<file path="src/rtl/kypd_pkg.sv">
// Shared definitions for the 4x4 keypad: the key-to-(row, col) lookup used by
// both the responder and the submission scanner, plus the responder state set.
package kypd_pkg;

  typedef enum logic [2:0] {
    IDLE,
    PRESS_B,
    HOLD,
    REL_B,
    GAP
  } state_t;

  // Zero-based: row 0 / col 0 correspond to ROW[1] / COL[1].
  typedef struct packed {
    logic [1:0] row;
    logic [1:0] col;
  } key_pos_t;

  localparam logic [3:0] ROW_IDLE = 4'b1111;

  function automatic key_pos_t key_pos(input logic [3:0] key);
    key_pos_t p;
    p = '0;
    case (key)
      4'h1: p = '{2'd0, 2'd0};
      4'h2: p = '{2'd0, 2'd1};
      4'h3: p = '{2'd0, 2'd2};
      4'hA: p = '{2'd0, 2'd3};
      4'h4: p = '{2'd1, 2'd0};
      4'h5: p = '{2'd1, 2'd1};
      4'h6: p = '{2'd1, 2'd2};
      4'hB: p = '{2'd1, 2'd3};
      4'h7: p = '{2'd2, 2'd0};
      4'h8: p = '{2'd2, 2'd1};
      4'h9: p = '{2'd2, 2'd2};
      4'hC: p = '{2'd2, 2'd3};
      4'h0: p = '{2'd3, 2'd0};
      4'hF: p = '{2'd3, 2'd1};
      4'hE: p = '{2'd3, 2'd2};
      4'hD: p = '{2'd3, 2'd3};
    endcase
    return p;
  endfunction

endpackage

</file>
<file path="src/rtl/phase_timer.sv">
// Loadable down-counter shared by every responder phase; done marks the last
// cycle of the loaded length (count at zero).
module phase_timer #(
  parameter int W = 8
) (
  input  logic         clk,
  input  logic         reset,
  input  logic         load,
  input  logic [W-1:0] value,
  output logic         done
);

  logic [W-1:0] count;

  always_ff @(posedge clk or posedge reset) begin
    if (reset)               count <= '0;
    else if (load)           count <= value;
    else if (count != '0)    count <= count - W'(1);
  end

  assign done = (count == '0);

endmodule

</file>
<file path="src/rtl/keypad_responder.sv">
// Keypad responder: accepts a key over valid/ready, plays a bounced press/hold/
// release contact profile and answers the scanner's column drive on ROW.
//
// state   | meaning
// IDLE    | ready for a key, contact open
// PRESS_B | press bounce: closed/open half-phases
// HOLD    | contact held closed
// REL_B   | release bounce: open/closed half-phases
// GAP     | contact open, next key not yet accepted
module keypad_responder
  import kypd_pkg::*;
#(
  parameter int HOLD_CYCLES   = 5000000,
  parameter int BOUNCE_PERIOD = 100000,
  parameter int BOUNCE_COUNT  = 4,
  parameter int GAP_CYCLES    = 1000000
) (
  input  logic       clk,
  input  logic       reset,
  input  logic       key_valid,
  input  logic [3:0] key_code,
  output logic       key_ready,
  input  logic [4:1] COL,
  output logic [4:1] ROW,
  output logic       contact,
  output logic       busy
);

  localparam int MAX_A = (HOLD_CYCLES > GAP_CYCLES) ? HOLD_CYCLES : GAP_CYCLES;
  localparam int MAX_B = (BOUNCE_PERIOD > 2 * BOUNCE_COUNT) ? BOUNCE_PERIOD : 2 * BOUNCE_COUNT;
  localparam int CW    = $clog2((MAX_A > MAX_B) ? MAX_A : MAX_B) + 1;
  localparam logic [CW-1:0] PH_LAST = CW'(2 * BOUNCE_COUNT - 1);

  if (BOUNCE_PERIOD < 1) begin : g_bad_period
    $error("keypad_responder: BOUNCE_PERIOD must be >= 1");
  end

  state_t        state, nxt_state;
  logic [3:0]    key_q;
  logic [CW-1:0] phase, t_value;
  logic          t_load, t_done;
  logic          accept, bounce, last_half, seg_end, half_step;
  key_pos_t      pos;
  logic [3:0]    row_mask, col_mask;

  // Nearest non-empty segment after s; zero-length segments are skipped.
  function automatic state_t next_after(input state_t s);
    state_t n;
    n = IDLE;
    if (GAP_CYCLES > 0 && s inside {IDLE, PRESS_B, HOLD, REL_B}) n = GAP;
    if (BOUNCE_COUNT > 0 && s inside {IDLE, PRESS_B, HOLD})      n = REL_B;
    if (HOLD_CYCLES > 0 && s inside {IDLE, PRESS_B})             n = HOLD;
    if (BOUNCE_COUNT > 0 && s == IDLE)                           n = PRESS_B;
    return n;
  endfunction

  function automatic logic [CW-1:0] seg_len(input state_t s);
    logic [CW-1:0] v;
    case (s)
      PRESS_B, REL_B: v = CW'(BOUNCE_PERIOD - 1);
      HOLD:           v = CW'(HOLD_CYCLES - 1);
      GAP:            v = CW'(GAP_CYCLES - 1);
      default:        v = '0;
    endcase
    return v;
  endfunction

  always_comb begin
    accept    = key_valid && key_ready;
    bounce    = (state == PRESS_B) || (state == REL_B);
    last_half = (phase == PH_LAST);
    seg_end   = (state != IDLE) && t_done && (!bounce || last_half);
    half_step = bounce && t_done && !last_half;
    nxt_state = next_after(state);
    t_load    = accept || seg_end || half_step;
    t_value   = half_step ? seg_len(PRESS_B) : seg_len(nxt_state);
    pos       = key_pos(key_q);
    row_mask  = 4'b0001 << pos.row;
    col_mask  = 4'b0001 << pos.col;
  end

  phase_timer #(.W(CW)) u_timer (
    .clk   (clk),
    .reset (reset),
    .load  (t_load),
    .value (t_value),
    .done  (t_done)
  );

  always_ff @(posedge clk or posedge reset) begin
    if (reset) begin
      state     <= IDLE;
      key_ready <= 1'b1;
      contact   <= 1'b0;
      ROW       <= ROW_IDLE;
      key_q     <= '0;
      phase     <= '0;
    end else begin
      ROW <= (contact && ((COL & col_mask) == 4'b0000)) ? ~row_mask : ROW_IDLE;
      if (accept) key_q <= key_code;
      if (accept || seg_end) begin
        state     <= nxt_state;
        contact   <= (nxt_state inside {PRESS_B, HOLD});
        key_ready <= (nxt_state == IDLE);
        phase     <= '0;
      end else if (half_step) begin
        contact <= !contact;
        phase   <= phase + CW'(1);
      end
    end
  end

  assign busy = !key_ready;

endmodule
</file>
<file path="config.mk">
export PLATFORM = sky130hd
export DESIGN_NAME = keypad_responder
export DESIGN_NICKNAME = d
export VERILOG_FILES = /design/src/rtl/kypd_pkg.sv /design/src/rtl/phase_timer.sv /design/src/rtl/keypad_responder.sv
export SDC_FILE = /design/constraint.sdc
export NUM_CORES = 1
export LEC_CHECK = 0
export ABC_CLOCK_PERIOD_IN_PS = 3200
export BUFFER_PORTS_ARGS = -buffer_cell sky130_fd_sc_hd__buf_2
export CAP_MARGIN = 10
export CORE_MARGIN = 1
export CORE_UTILIZATION = 53
export CTS_CLUSTER_SIZE = 40
export DETAILED_ROUTE_END_ITERATION = 8
export PLACE_DENSITY = 0.81
export SYNTH_ARGS = -nofsm -noshare
export SYNTH_HDL_FRONTEND = slang
export SYNTH_SLANG_ARGS = --single-unit
</file>
<file path="constraint.sdc">
create_clock -name clk -period 3.2 [get_ports clk]
set_input_delay 0.16 -clock clk [delete_from_list [all_inputs] [get_ports clk]]
set_output_delay 0.16 -clock clk [all_outputs]
set_load 0.02 [all_outputs]
</file>
==> results_dict.tcl <==
set metrics [dict create \
    status "complete, no violations" \
    crit_type "reg2reg" \
    synth_cells 390 \
    area_growth_pct 10.42 \
    wl_per_cell_microns 16.66 \
    ios 18 \
    cts_buffer_depth 2 \
    cap_violations 0 \
    mappedNetlistNets 404 \
    hold_viol 0 \
    final_common_cell "dfrtp_1" \
    ys_async_sr_fraction_pct 100.0 \
    synth_cell_types 50 \
    worst-endpoint-arrival_ps 2990 \
    worstPathMaxFanout 13 \
    nFillCells 527 \
    grtUsageTotal_pct 24.70 \
    crit_buf_inv 0 \
    cts_resized 0 \
    fin_setup_tns_ps 0 \
    critPathMaxStageDelay_ps 620 \
    ys_seq_area_share_pct 43.26 \
    startpoint "phase[9]" \
    crit_chain "or4_1 -> or4_1 -> nor3_1 -> o41a_2 -> mux2_1" \
    cts_tree "built" \
    die_y_microns 83.77 \
    wirelength_microns 8129 \
    fmax_mhz 362.2 \
    worstHoldStart "key_code[0]" \
    core_area_sq_mm 0.006386 \
    rsz0062_at_grt "false" \
    end_kind "flip-flop" \
    insertion_delay_ps 350 \
    postCtsHoldBufs 2 \
    grt_pass1_vias 2966 \
    root_buffer "clkbuf_8" \
    ys.flop_type "dfrtp_1" \
    drive_above_1_share_pct 13.38 \
    antenna_found_initial 0 \
    htree_levels 3 \
    crit_slowest_cell "or4_1" \
    numCtsBuffers 9 \
    crit_cells 5 \
    drt_pass1_iterations 6 \
    initial_utilization_pct 55.49 \
    ff_latch_area_sq_mm 0.001533 \
    worstPathRequired_ps 3430 \
    antennaDiodeCount 0 \
    finalSetupViolCount 0 \
    multi_input_area_sq_mm 0.001832 \
    r2r_start "phase[9]" \
    leakagePower_nw 1.540 \
    layout_common_cells "dfrtp_1, nand2_1, a21oi_1" \
    rows 29 \
    ir_drop_mv 0.3349 \
    worstHoldPathType "in2reg" \
    reg2reg_depth 5 \
    synth.ff_latch_count 61 \
    critPathTopFamily "simple AND/OR/NAND/NOR gates" \
    clock-sinks 61 \
    die_w_microns 83.77 \
    synth-edff-count 0 \
    drc 0 \
    antenna_left 0 \
    min_path_cells 3 \
    total_power_w 0.002146 \
    fin_crit_sh_pct 86.29 \
    layout.nets 420 \
    finalCriticalPeriod_ps 2761 \
    tightest_slew_ps 998.8 \
    grt-ovfl-total 0 \
    dpl.hpwl_microns 5528 \
    avgSynthCellArea_sq_um 9.086 \
    clk_pin_slew_ps 70 \
    yosys_warnings 0 \
    cts_setup_buffers 0 \
    vias_per_cell 6.566 \
    finClkSkew_ps 12.91 \
    grt_first_pass_wirelength_microns 14010 \
    port_buffers 17 \
    slew_headroom_pct 32.54 \
    gp_congestion 0.8193 \
    syn_area_sq_mm 0.003543 \
    critPathMostFrequentCell "or4_1" \
    start_kind "flip-flop" \
    drv_slew 0 \
    drtIter0Drc 239 \
    die_area_sq_mm 0.007017 \
    grt_max_degree 48 \
    dr_total_vias 3204 \
    powerDensity_mw_per_mm2 548.6 \
]
[worst min-delay path: cells and delay by family]
kind / cells / cell delay (ps)
buffers and inverters: 1 / 70
and+or+nand+nor: 2 / 90
[power by group]
group / leakage (nW) / switching [W] / internal (W)
Combinational: 0.690 / 0.000192 / 0.000178
Clock: 0.104 / 0.000293 / 0.000425
Sequential: 0.746 / 0.000170 / 0.000889
[layer usage]
metal / global-route usage, % / up-vias / wire length, microns
li1: - / 1517 / -
met4: 9.091 / 0 / 150
met2: 39.99 / 125 / 3907
met5: 0 / - / 0
met1: 32.32 / 1547 / 3528
met3: 5.836 / 15 / 542
[Yosys cell counts (4+ instances only)]
master	count	area, sq um
nor2_1	26	97.59
o31ai_1	23	172.7
or4_1	26	195.2
inv_1	12	45.04
nor4_1	13	81.33
dfstp_2	5	131.4
dfrtp_1	56	1401
nand4_1	12	75.07
o21ai_0	18	90.09
clkbuf_1	16	60.06
o21ai_1	4	20.02
o31a_1	4	35.03
xnor2_1	15	131.4
xor2_1	7	61.31
o211ai_1	4	30.03
nand2_1	32	120.1
or3_1	8	50.05
a21oi_1	30	150.1
nand3_1	12	60.06
buf_2	5	25.02
nor3_1	10	50.05
o21a_1	5	37.54
[through the flow]
| step | cells | worst slack (ps) | utilization [%] | area (sq um) | hold slack, ps |
|---|---|---|---|---|---|
| finish | 488 | 438.8 | 61.27 | 3913 | 6.775 |
| global route | 488 | 334.9 | 61.27 | 3913 | 17.56 |
| CTS | 488 | 449.7 | 61.27 | 3913 | 1.901 |
| detailed placement | 470 | 468.4 | 57.72 | 3686 | 213.3 |
| global placement | 470 | 599.4 | 57.72 | 3686 | 208.7 |
| floorplan | 390 | 796.1 | - | 3543 | 222.0 |
[cell type report]
class                   instances  share of cell area, %
well taps                      77                  2.462
repair buffers                 30                  5.117
clock inverters                 1                 0.7675
multi-input cells             292                  46.82
inverters                      12                  1.151
clock buffers                  15                  4.509
flip-flops and latches         61                  39.17
[logic make-up (layout without fill, tap and decap cells)]
| kind of cell | after synthesis | count (layout) | synth area share [%] |
|---|---|---|---|
| adder cells (fa/ha/maj) | 3 | 3 | 1.059 |
| multiplexers | 3 | 3 | 0.9180 |
| flip-flops | 61 | 61 | 43.26 |
| AO/OA/AOI/OAI | 110 | 110 | 20.59 |
| buffers and inverters | 37 | 58 | 5.049 |
| AND/OR/NAND/NOR | 154 | 154 | 23.69 |
| XOR/XNOR | 22 | 22 | 5.438 |
[final timing paths]
path | endpoint | slack (ps)
max | state[0] | 440
min in group asynchronous | phase[14] | 400
max reg2reg | state[0] | 440
min | key_q[0] | 7
max in group asynchronous | key_ready | 1910
min reg2reg | key_ready | 530
[sequential cells by signal, summed over array words and instances, names as in the netlist]
| name | flops |
|---|---|
| ROW | 4 |
| key_ready | 1 |
| phase | 24 |
| key_q | 4 |
| state | 3 |
| contact | 1 |
| u_timer.count | 24 |
Note: power is estimated with default switching activity, not from simulation.
